File: src/rtl/mapper_frame_ctrl.sv
// ---------------------------------------------------------------------------
// mapper_frame_ctrl
//
// Frame-level scheduler for the OFDM mapper. It starts and stops the mapper,
// counts symbols within a frame, and drives the mapper's enable/ready_frame
// and active configuration (M, bw, ss). Host configuration goes into a shadow
// copy and is moved into the active copy only at start or at a frame
// boundary, so every frame is mapped with a single consistent setting. The
// payload grant (ready_frame) is decided once per frame from the upstream
// buffer fill level.
//
// Optional feature macro: MAPPER_FRAME_CTRL_UNDERRUN_EN
//   When defined, adds underrun_cnt, a saturating count of frame boundaries
//   whose grant evaluated to 0. It is cleared by rst and by start.
//
// Ports:
//   clk          symbol clock
//   rst          synchronous active-high reset
//   start        pulse, begin transmission (ignored while busy)
//   stop         pulse, stop at the next frame boundary (ignored in IDLE)
//   cfg_we       strobe, write cfg_M/cfg_bw/cfg_ss into the shadow config
//   cfg_M        modulation index, legal 1..6
//   cfg_bw       bandwidth/map index, legal 0..5
//   cfg_ss       spreading factor, legal 1..15
//   buf_level    payload bits available upstream
//   map_oeop     mapper end-of-symbol pulse
//   enable       mapper enable
//   ready_frame  payload granted for the current frame
//   index_M/bw/ss active configuration
//   busy         controller not idle
//   sym_cnt      symbol index within the frame
//   frame_cnt    frames completed since start (wraps)
//   cfg_err      one-cycle pulse after an illegal cfg_we write
//   underrun_cnt (optional) saturating count of ungranted frames
// ---------------------------------------------------------------------------
module mapper_frame_ctrl #(
   parameter int FRAME_SYMS     = 50,
   parameter int N_PREAMB       = 2,
   parameter int LEVEL_W        = 16,
   parameter int FRAME_BITS_THR = 4096
) (
   input  logic               clk,
   input  logic               rst,
   input  logic               start,
   input  logic               stop,
   input  logic               cfg_we,
   input  logic [2:0]         cfg_M,
   input  logic [2:0]         cfg_bw,
   input  logic [3:0]         cfg_ss,
   input  logic [LEVEL_W-1:0] buf_level,
   input  logic               map_oeop,
   output logic               enable,
   output logic               ready_frame,
   output logic [2:0]         index_M,
   output logic [2:0]         index_bw,
   output logic [3:0]         index_ss,
   output logic               busy,
   output logic [5:0]         sym_cnt,
   output logic [15:0]        frame_cnt,
   output logic               cfg_err
`ifdef MAPPER_FRAME_CTRL_UNDERRUN_EN
   ,
   output logic [15:0]        underrun_cnt
`endif
);

   // A frame always carries its preamble plus at least one data symbol; a
   // misconfigured FRAME_SYMS is stretched rather than producing a frame
   // that ends inside the preamble.
   localparam int FRAME_SYMS_EFF = (FRAME_SYMS > N_PREAMB) ? FRAME_SYMS : (N_PREAMB + 1);
   localparam logic [5:0] LAST_SYM = 6'(FRAME_SYMS_EFF - 1);

   // One extra bit so a threshold equal to 2**LEVEL_W never aliases to 0.
   localparam logic [LEVEL_W:0] GRANT_THR = (LEVEL_W + 1)'(FRAME_BITS_THR);

   localparam logic [2:0] RST_M  = 3'd2;
   localparam logic [2:0] RST_BW = 3'd0;
   localparam logic [3:0] RST_SS = 4'd1;

   typedef enum logic [1:0] {
      ST_IDLE = 2'd0,
      ST_ARM  = 2'd1,
      ST_RUN  = 2'd2
   } state_t;

   state_t      state_reg, state_next;
   logic [5:0]  sym_cnt_reg, sym_cnt_next;
   logic [15:0] frame_cnt_reg, frame_cnt_next;
   logic        enable_reg, enable_next;
   logic        ready_reg, ready_next;
   logic        cfg_err_reg, cfg_err_next;
   logic        pend_reg, pend_next;
   logic        stop_pend_reg, stop_pend_next;

   logic [2:0]  act_m_reg, act_m_next;
   logic [2:0]  act_bw_reg, act_bw_next;
   logic [3:0]  act_ss_reg, act_ss_next;
   logic [2:0]  shd_m_reg, shd_m_next;
   logic [2:0]  shd_bw_reg, shd_bw_next;
   logic [3:0]  shd_ss_reg, shd_ss_next;

`ifdef MAPPER_FRAME_CTRL_UNDERRUN_EN
   logic [15:0] underrun_reg, underrun_next;
`endif

   logic cfg_legal;
   logic grant;
   logic boundary;
   logic apply;

   // ---------------------------------------------------------------------
   // Next-state / output logic
   // ---------------------------------------------------------------------
   always_comb begin
      cfg_legal = cfg_we && (cfg_M >= 3'd1) && (cfg_M <= 3'd6) &&
                  (cfg_bw <= 3'd5) && (cfg_ss != 4'd0);
      grant     = ({1'b0, buf_level} >= GRANT_THR);
      boundary  = (state_reg == ST_RUN) && map_oeop && (sym_cnt_reg == LAST_SYM);
      apply     = 1'b0;

      state_next     = state_reg;
      sym_cnt_next   = sym_cnt_reg;
      frame_cnt_next = frame_cnt_reg;
      enable_next    = enable_reg;
      ready_next     = ready_reg;
      cfg_err_next   = cfg_we && !cfg_legal;
      pend_next      = pend_reg;
      stop_pend_next = stop_pend_reg;
      act_m_next     = act_m_reg;
      act_bw_next    = act_bw_reg;
      act_ss_next    = act_ss_reg;
      shd_m_next     = shd_m_reg;
      shd_bw_next    = shd_bw_reg;
      shd_ss_next    = shd_ss_reg;
`ifdef MAPPER_FRAME_CTRL_UNDERRUN_EN
      underrun_next  = underrun_reg;
`endif

      case (state_reg)
         ST_IDLE: begin
            enable_next = 1'b0;
            if (start) begin
               apply          = 1'b1;
               sym_cnt_next   = 6'd0;
               frame_cnt_next = 16'd0;
`ifdef MAPPER_FRAME_CTRL_UNDERRUN_EN
               underrun_next  = 16'd0;
`endif
               state_next     = ST_ARM;
            end
         end

         ST_ARM: begin
            enable_next = 1'b1;
            ready_next  = grant;
            state_next  = ST_RUN;
            if (stop) begin
               stop_pend_next = 1'b1;
            end
         end

         ST_RUN: begin
            if (boundary) begin
               sym_cnt_next   = 6'd0;
               frame_cnt_next = frame_cnt_reg + 16'd1;
               ready_next     = grant;
               if (pend_reg) begin
                  apply = 1'b1;
               end
`ifdef MAPPER_FRAME_CTRL_UNDERRUN_EN
               if (!grant && (underrun_reg != 16'hFFFF)) begin
                  underrun_next = underrun_reg + 16'd1;
               end
`endif
               if (stop_pend_reg) begin
                  enable_next    = 1'b0;
                  stop_pend_next = 1'b0;
                  state_next     = ST_IDLE;
               end
            end else if (map_oeop) begin
               sym_cnt_next = sym_cnt_reg + 6'd1;
            end
            // A stop arriving on the boundary that already honours an
            // earlier stop is dropped: the controller is heading to IDLE.
            if (stop && !(boundary && stop_pend_reg)) begin
               stop_pend_next = 1'b1;
            end
         end

         default: begin
            enable_next = 1'b0;
            state_next  = ST_IDLE;
         end
      endcase

      // The apply reads the shadow as it was before this cycle's write, so
      // a write coinciding with start/boundary waits for the next frame.
      if (apply) begin
         act_m_next  = shd_m_reg;
         act_bw_next = shd_bw_reg;
         act_ss_next = shd_ss_reg;
         pend_next   = 1'b0;
      end
      if (cfg_legal) begin
         shd_m_next  = cfg_M;
         shd_bw_next = cfg_bw;
         shd_ss_next = cfg_ss;
         pend_next   = 1'b1;
      end
   end

   // ---------------------------------------------------------------------
   // State registers
   // ---------------------------------------------------------------------
   always_ff @(posedge clk) begin
      if (rst) begin
         state_reg     <= ST_IDLE;
         sym_cnt_reg   <= 6'd0;
         frame_cnt_reg <= 16'd0;
         enable_reg    <= 1'b0;
         ready_reg     <= 1'b0;
         cfg_err_reg   <= 1'b0;
         pend_reg      <= 1'b0;
         stop_pend_reg <= 1'b0;
         act_m_reg     <= RST_M;
         act_bw_reg    <= RST_BW;
         act_ss_reg    <= RST_SS;
         shd_m_reg     <= RST_M;
         shd_bw_reg    <= RST_BW;
         shd_ss_reg    <= RST_SS;
`ifdef MAPPER_FRAME_CTRL_UNDERRUN_EN
         underrun_reg  <= 16'd0;
`endif
      end else begin
         state_reg     <= state_next;
         sym_cnt_reg   <= sym_cnt_next;
         frame_cnt_reg <= frame_cnt_next;
         enable_reg    <= enable_next;
         ready_reg     <= ready_next;
         cfg_err_reg   <= cfg_err_next;
         pend_reg      <= pend_next;
         stop_pend_reg <= stop_pend_next;
         act_m_reg     <= act_m_next;
         act_bw_reg    <= act_bw_next;
         act_ss_reg    <= act_ss_next;
         shd_m_reg     <= shd_m_next;
         shd_bw_reg    <= shd_bw_next;
         shd_ss_reg    <= shd_ss_next;
`ifdef MAPPER_FRAME_CTRL_UNDERRUN_EN
         underrun_reg  <= underrun_next;
`endif
      end
   end

   // ---------------------------------------------------------------------
   // Outputs
   // ---------------------------------------------------------------------
   assign enable      = enable_reg;
   assign ready_frame = ready_reg;
   assign index_M     = act_m_reg;
   assign index_bw    = act_bw_reg;
   assign index_ss    = act_ss_reg;
   assign busy        = (state_reg != ST_IDLE);
   assign sym_cnt     = sym_cnt_reg;
   assign frame_cnt   = frame_cnt_reg;
   assign cfg_err     = cfg_err_reg;
`ifdef MAPPER_FRAME_CTRL_UNDERRUN_EN
   assign underrun_cnt = underrun_reg;
`endif

endmodule

File: config.mk
export PLATFORM = sky130hd
export DESIGN_NAME = mapper_frame_ctrl
export DESIGN_NICKNAME = d
export VERILOG_FILES = /design/src/rtl/mapper_frame_ctrl.sv
export SDC_FILE = /design/constraint.sdc
export NUM_CORES = 1
export LEC_CHECK = 0
export ABC_AREA = 0
export CORE_MARGIN = 4
export CORE_UTILIZATION = 55
export DETAILED_ROUTE_END_ITERATION = 8
export DONT_BUFFER_PORTS = 1
export GPL_TIMING_DRIVEN = 0
export PLACE_DENSITY = 0.78
export SLEW_MARGIN = 15
export SYNTH_ARGS = -nofsm -noshare
export SYNTH_HDL_FRONTEND = slang
export SYNTH_SLANG_ARGS = --single-unit
File: constraint.sdc
create_clock -name clk -period 3 [get_ports clk]
set_input_delay 0.75 -clock clk [delete_from_list [all_inputs] [get_ports clk]]
set_output_delay 0.75 -clock clk [all_outputs]
set_load 0.01 [all_outputs]
# After elaboration in Yosys (flattened, before gate mapping)
# Cells that the tools add are included.
# word_totals
inputBits,32
register_bits,49
# op_classes
eq_ne,9
addsub,2
n_reduce_logical,23
n_lt_le_gt_ge,4
muxes,26
# ops
operator,n
$mux 16,2
$pmux 16 s2,1
$mux 6,3
$add 16x1->16 const B,1
$ge 16x13->1 const B,1
$pmux 6 s2,1
$reduce_and 3->1,4
$mux 1,11
$logic_and 1x1->1,9
$ne 2x2->1 const B,4
$pmux 1 s2,4
$reduce_bool 2->1,4
$add 6x1->6 const B,1
$eq 6x6->1 const B,1
$le 3x3->1 const B,2
$mux 2,3
$pmux 2 s3,1
$reduce_and 2->1,2
$reduce_bool 4->1,1
$ge 3x1->1 const B,1
$ne 3x2->1 const B,1
$ne 3x3->1 const B,1
$eq 2x1->1 const B,1
$eq 2x2->1 const B,1
other kinds (2),3

# Longest topological paths before layout
# Gate-level depths: netlist of the first run.
# depth
ltp_word,8
mapped_depth,8

# Worst setup path after synthesis of the first run
# No wires, ideal clock.
# synth_timing
path_type,input port to flip-flop
from,input port cfg_ss[0]
to,register shd_bw_reg[0]
arrival_time_ps,1901
slack_ps,972
t_required_ps,2872
path_stages,5
cell_sequence,or4_1 > nand4_1 > buf_2 > mux2i_1 > nor2_1
# synth_via
elab_chain_cells,2
# synth_rtl
element,line_no,text
start: declaration,49,"input logic [3:0] cfg_ss,"
$reduce_bool 4->1,116,(cfg_bw <= 3'd5) && (cfg_ss != 4'd0);
$logic_and 1x1->1,116,
end signal: assignment,247,shd_bw_reg <= shd_bw_next;
end: declaration,99,"logic [2:0] shd_bw_reg, shd_bw_next;"
# No other way between the ends.
# A chain may end at the register's enable or synchronous reset.

# Final worst setup path of the first run
# layout_timing
from,register state_reg[0]
to,register sym_cnt_reg[1] (netlist: sym_cnt[1])
# layout_via
elab_chain_cells,5
elab_cells_between_ends,10
classes_between,3 x eq/ne; 2 x mux; 5 x reduce/logical
# layout_rtl
element,line_no,text
start: declaration,86,"state_t state_reg, state_next;"
start signal: assignment,235,state_reg <= state_next;
$eq 2x2->1,"118, 139",
$logic_and 1x1->1 (2 in a row),118,boundary = (state_reg == ST_RUN) && map_oeop && (sym_cnt_reg == LAST_SYM);
$ne 3x3->1 (no line) / $mux 6 (equally long branches),n/a,
$reduce_and 3->1 (no line) / $pmux 6 s2 (equally long branches),n/a,
end signal: assignment,236,sym_cnt_reg <= sym_cnt_next;
end: declaration,87,"logic [5:0] sym_cnt_reg, sym_cnt_next;"
# Several ways; a longest one is shown, not always the timed one.

==> results of run 1 <==
==> stage by stage <==
| step | power (uW) | cells | hold WS [ps] | worst slack (ps) | cell area [um^2] |
|---|---|---|---|---|---|
| after global placement | 1280 | 304 | 449 | 843 | 2380 |
| final | 1690 | 312 | 473 | 774 | 2480 |
| after detailed placement | 1290 | 304 | 454 | 802 | 2380 |
| after floorplan | 1170 | 254 | 436 | 972 | 2320 |
| after CTS | 1700 | 312 | 478 | 781 | 2480 |
| after global routing | 1800 | 312 | 505 | 601 | 2480 |
==> area by class of cell <==
class / count / share of cell area
Multi-Input combinational cell: 182 / 0.499
Sequential cell: 49 / 0.395
Clock buffer: 6 / 0.0333
Buffer: 14 / 0.0282
Tap cell: 50 / 0.0252
Inverter: 9 / 0.0136
Clock inverter: 2 / 0.00555
==> power groups by stage <==
stage | registers, uW | clock network (uW) | logic (uW)
after global placement | 782 | 0 | 495
after detailed placement | 783 | 0 | 509
after CTS | 768 | 421 | 511
after floorplan | 771 | 0 | 400
after global routing | 774 | 443 | 578
final | 767 | 408 | 513
==> layer usage <==
metal	part of all wire	vias up	global-route usage
met5	0	-	0
met2	0.48	49	0.326
met4	0.012	0	0.0717
met3	0.068	6	0.0620
li1	-	935	-
met1	0.44	858	0.247
==> worst max-delay path, delay by kind of cell (launching register included) <==
family	cells	cell delay [ps]
buf+inv	3	540
mux	1	420
compound gates	1	390
flops	1	320
simple gates	2	280
fa+ha+maj	1	160
==> worst max path at each step <==
stage | from | endpoint | slack, ps
6_report | state_reg[0] | sym_cnt[1] | 770
3_3_place_gp | map_oeop | frame_cnt[1] | 840
3_5_place_dp | state_reg[0] | sym_cnt[1] | 800
4_1_cts | state_reg[0] | sym_cnt[1] | 780
2_1_floorplan | cfg_ss[0] | shd_bw_reg[0] | 970
5_1_grt | state_reg[0] | sym_cnt[1] | 600
==> cells in the final DEF, fill, tap and decap left out, drive strengths merged <==
cell / synthesis / final
a211o: 2 / 2
and3b: 2 / 2
and2: 3 / 3
a21oi: 15 / 15
mux2: 1 / 1
a21boi: 1 / 1
xnor2: 3 / 3
o21ai: 3 / 3
nand3: 12 / 12
nand4b: 3 / 3
or2: 1 / 1
nand3b: 1 / 1
nor3: 10 / 10
or3: 4 / 4
clkinv: 0 / 2
mux2i: 23 / 23
nand4: 4 / 4
nand4bb: 1 / 1
clkbuf: 8 / 14
o31ai: 14 / 14
nor4: 3 / 3
or4: 14 / 14
a31oi: 1 / 1
or4b: 1 / 1
buf: 6 / 6
nand2b: 4 / 4
and4: 2 / 2
and3: 2 / 2
inv: 9 / 9
ha: 7 / 7
nand2: 13 / 13
a2111oi: 1 / 1
xor2: 2 / 2
dfxtp: 49 / 49
o21a: 1 / 1
nor2: 26 / 26
nor4b: 1 / 1
nor2b: 1 / 1
==> cells by family (layout without fill, tap and decap cells) <==
logic type | after synthesis | after routing | share of synthesized area
AND/OR/NAND/NOR | 108 | 108 | 0.267
multiplexers | 24 | 24 | 0.104
adder cells (fa/ha/maj) | 7 | 7 | 0.0377
XOR/XNOR | 5 | 5 | 0.0189
buffers and inverters | 23 | 31 | 0.0447
flip-flops | 49 | 49 | 0.422
AO/OA/AOI/OAI | 38 | 38 | 0.105
==> results.json, run 1 <==
{
  "status": "finished, final reports clean",
  "power.density_nw_per_um2": 681,
  "cts_hold_buf": 0,
  "postSynthAreaPerCell_um2": 9.14,
  "rows": 23,
  "synth_top_area_share": 0.422,
  "hpwlAfterDp_um": 3620,
  "worstPathMaxFanout": 10,
  "crit_type": "reg2reg",
  "seq_area_um2": 981,
  "pin_count": 68,
  "multi_input_area_um2": 1240,
  "ys_top_cells_by_count": "49 x dfxtp_1, 26 x nor2_1, 23 x mux2i_1",
  "drc": 0,
  "nets": 300,
  "cts-htree-levels": 2,
  "clkPwrFrac": 0.242,
  "r2r_slack_ps": 770,
  "hold_path_depth": 1,
  "min_path_type": "reg2reg",
  "relSlewSlack": 0.648,
  "port_buffers": 0,
  "cts_buffer_depth": 2,
  "drive_gt1_frac": 0.0687,
  "clk_pin_slew_ps": 90,
  "ctsResizeCount": 0,
  "yosysUniqueCellTypes": 42,
  "grt_max_degree": 16,
  "vias_per_cell": 5.92,
  "reg2reg_depth": 8,
  "critical_path_required_ps": 3190,
  "fin_skew_ps": 9.96,
  "hold_viol_final": 0,
  "drtPass1Iterations": 4,
  "hp-start": "shd_ss_reg[0]",
  "ir_drop_mv": 0.494,
  "synthArstFlopShare": 0,
  "final_core_util": 0.616,
  "pwr-share-comb": 0.304,
  "synth_edf_count": 0,
  "grt_pass1_vias": 1875,
  "wl_per_cell_um": 15.9,
  "cts.sinks": 49,
  "ys_ff_latch": 49,
  "grt.overflow.total": 0,
  "worst_path_max_delay_cell": "mux2_2",
  "grt_antenna_before_repair": 0,
  "max_stage_delay_ps": 420,
  "drt-total-wl_um": 4970,
  "fillerInstances": 373,
  "timing.rr.start": "state_reg[0]",
  "postCtsSetupBuffers": 0,
  "initial_core_util": 0.576,
  "crit_chain": "inv_1 > ha_1 > buf_2 > mux2_2 > nand2_2 > buf_4 > nor2_1 > a2111oi_1",
  "fin_crit_sh": 0.742,
  "min_to": "shd_ss_reg[0]",
  "cts_buffers": 5,
  "switchingPower_uw": 611,
  "syn_nets": 293,
  "setup_viol": 0,
  "p_int_uw": 1080,
  "fp.dieH_um": 73.0,
  "tritoncts": "built",
  "areaGrowthSynthToFinish_pct": 6.84,
  "synthTopCellsByArea": "dfxtp_1 42%, mux2i_1 9.9%, o31ai_1 4.5%, nor2_1 4.2%, or4_1 4.2%",
  "grt_usage": 0.200,
  "num_vias": 1848,
  "p_sw_frac": 0.362,
  "synth.cell_area_um2": 2320,
  "leakage_uw": 0.000897,
  "ys.flop_type": "dfxtp_1",
  "r2r-end": "sym_cnt[1]",
  "gp_congestion": 0.845,
  "seqPwrFrac": 0.454,
  "clk_latency_ps": 300,
  "cp-start-kind": "flip-flop",
  "cts-root-buf": "clkbuf_8",
  "synth.largest_area_cell": "dfxtp_1",
  "max_slew.worst_pin.slew_ps": 524,
  "fp.dieW_um": 73.0,
  "timing.max_cap.violations": 0,
  "grt_pass1_wl_um": 8470,
  "drv_slew": 0,
  "ys_warn_count": 0,
  "die_area_um2": 5330,
  "tns_ps": 0,
  "post-route-min-period_ps": 2230,
  "synthCells": 254,
  "drt_iter0_markers": 153,
  "core_um2": 4030,
  "largest_register_ffs": 16,
  "end_kind": "flip-flop",
  "yosysSeqAreaShare": 0.422,
  "clock.fmax_mhz": 449,
  "diodes": 0,
  "yosys.cell_count.top_type": "dfxtp_1",
  "ant_nets": 0,
  "cp.arrival_ps": 2410,
  "rsz0062_at_grt": "no"
}
No activity file was read; power rests on OpenSTA's default activity.
==> run 2, diff against run 1 <==
--- a/config.mk
+++ b/config.mk
@@ -11,7 +11,7 @@
 export DETAILED_ROUTE_END_ITERATION = 8
 export DONT_BUFFER_PORTS = 1
 export GPL_TIMING_DRIVEN = 0
-export PLACE_DENSITY = 0.78
+export PLACE_DENSITY = 0.81
 export SLEW_MARGIN = 15
 export SYNTH_ARGS = -nofsm -noshare
 export SYNTH_HDL_FRONTEND = slang
==> constraint.sdc (replaced) <==
create_clock -name clk -period 1.9 [get_ports clk]
set_input_delay 0.475 -clock clk [delete_from_list [all_inputs] [get_ports clk]]
set_output_delay 0.475 -clock clk [all_outputs]
set_load 0.01 [all_outputs]
==> results.json, run 2 (same netlist as run 1, synthesis figures left out) <==
{
  "status": "finished, final reports clean",
  "diodes": 0,
  "hold_viol_final": 0,
  "ant_nets": 0,
  "timing.max_cap.violations": 0,
  "setup_viol": 0,
  "die_area_um2": 5330,
  "clk_latency_ps": 300,
  "max_slew.worst_pin.slew_ps": 524,
  "layout_common_cells": "35 x dfxtp_1, 25 x nor2_1, 23 x mux2i_1",
  "min_to": "shd_bw_reg[0]",
  "grt_pass1_wl_um": 8450,
  "vias_per_cell": 6.03,
  "final_core_util": 0.677,
  "seqPwrFrac": 0.397,
  "drtPass1Iterations": 4,
  "reg2reg_depth": 5,
  "end_kind": "flip-flop",
  "dpl_cell_area_um2": 2380,
  "max_stage_delay_ps": 530,
  "grt_max_degree": 17,
  "crit_chain": "nand4bb_4 > o21a_1 > buf_6 > or4_4 > mux2i_1",
  "drc": 0,
  "worst_path_max_delay_cell": "or4_4",
  "cts-htree-levels": 2,
  "rows": 23,
  "largest_register_ffs": 16,
  "r2r_slack_ps": 60,
  "grt_usage": 0.199,
  "p_int_uw": 1990,
  "fp.dieH_um": 73.0,
  "cts_hold_buf": 0,
  "drive_gt1_frac": 0.233,
  "fin_skew_ps": 7.13,
  "dp_cells": 304,
  "fin_hold_ws_ps": 312,
  "grt_antenna_before_repair": 0,
  "fin_crit_sh": 0.971,
  "timing.rr.start": "sym_cnt[2]",
  "hp-start": "cfg_bw[0]",
  "nets": 308,
  "clkPwrFrac": 0.242,
  "power.density_nw_per_um2": 1130,
  "cts-root-buf": "clkbuf_8",
  "grt_pass1_vias": 1874,
  "port_buffers": 0,
  "p_sw_frac": 0.357,
  "ir_drop_mv": 0.630,
  "pin_count": 68,
  "worstPathMaxFanout": 10,
  "areaGrowthSynthToFinish_pct": 17.5,
  "crit_type": "reg2reg",
  "cts_buffers": 5,
  "fin_area_um2": 2730,
  "critical_path_required_ps": 2100,
  "post-route-min-period_ps": 1840,
  "initial_core_util": 0.576,
  "wl_per_cell_um": 16.7,
  "cts.sinks": 49,
  "drt_iter0_markers": 110,
  "fin_cells": 320,
  "clock.fmax_mhz": 542,
  "cts_buffer_depth": 2,
  "hold_path_depth": 2,
  "drt-total-wl_um": 5350,
  "layout_commonest_cell": "dfxtp_1",
  "leakage_uw": 0.000982,
  "cp-start-kind": "flip-flop",
  "core_um2": 4030,
  "pwr-share-comb": 0.360,
  "cp.arrival_ps": 2050,
  "hpwlAfterDp_um": 3670,
  "clk_pin_slew_ps": 90,
  "tritoncts": "built",
  "relSlewSlack": 0.650,
  "fp.dieW_um": 73.0,
  "r2r-end": "frame_cnt[13]",
  "gp_congestion": 0.831,
  "min_path_type": "in2reg",
  "drv_slew": 0,
  "num_vias": 1930,
  "switchingPower_uw": 1100,
  "grt.overflow.total": 0
}
run 2: changes by cell type in the layout (fill, tap and decap cells not counted), sizes merged:
| cell | delta |
|---|---|
| clkinvlp | +1 |
| clkinv | -1 |
| clkbuf | -2 |
| bufinv | +1 |
| buf | +9 |
run 2: layout make-up:
type,count,area (um^2)
sequential,49,1000
tap,50,62.6
buffer,12,76.3
clock buffer,5,68.8
timing repair buffer,10,76.3
fill,314,1300
multi-input combinational,182,1360
inverter,9,33.8
clock inverter,3,46.3
run 2: repair_timing:
action / CTS / global route
endpoints found under the setup margin: 30 / 23
buffers inserted: 4 / 6
gates resized for setup: 19 / 35
pin swaps: 4 / 6
run 2: routing by layer:
layer  vias up  global-route usage  routed length (um)
met1       904               0.241                2190
met4         0              0.0615                  59
met3         8              0.0634                 360
li1        959                   -                   -
met5         -                   0                   0
met2        59               0.333                2730
run 2: critical path: cells and delay by family (launching register included):
kind                   cells  cell delay (ps)
DFF                        1              390
buffers and inverters      1              150
AOI/OAI and AO/OA          1              250
and+or+nand+nor            2              830
muxes                      1              120
run 2: worst max-delay path by stage:
stage                       from       endpoint  slack (ps)  cells after the start
CTS                 state_reg[0]  frame_cnt[15]           2                      8
global route          sym_cnt[1]   frame_cnt[0]         -50                      8
floorplan           state_reg[0]     sym_cnt[1]          10                      8
detailed placement  state_reg[0]     sym_cnt[1]        -280                      8
finish                sym_cnt[2]  frame_cnt[13]          60                      5
global placement    state_reg[0]     sym_cnt[1]        -240                      8
run 2: through the flow:
stage,total power [uW],worst slack (ps),TNS [ps]
after CTS,2890,1.98,0
after global routing,3250,-53.7,-72.2
after detailed placement,2020,-281,-4150
after global placement,2010,-238,-3280
after floorplan,1850,9.87,0
final,3090,55.0,0
run 2: power groups by stage:
stage | clock [uW] | sequential [uW] | combinational (uW)
floorplan | 0 | 1220 | 632
global placement | 0 | 1230 | 777
detailed placement | 0 | 1240 | 784
CTS | 765 | 1220 | 901
global route | 805 | 1240 | 1210
finish | 749 | 1230 | 1110
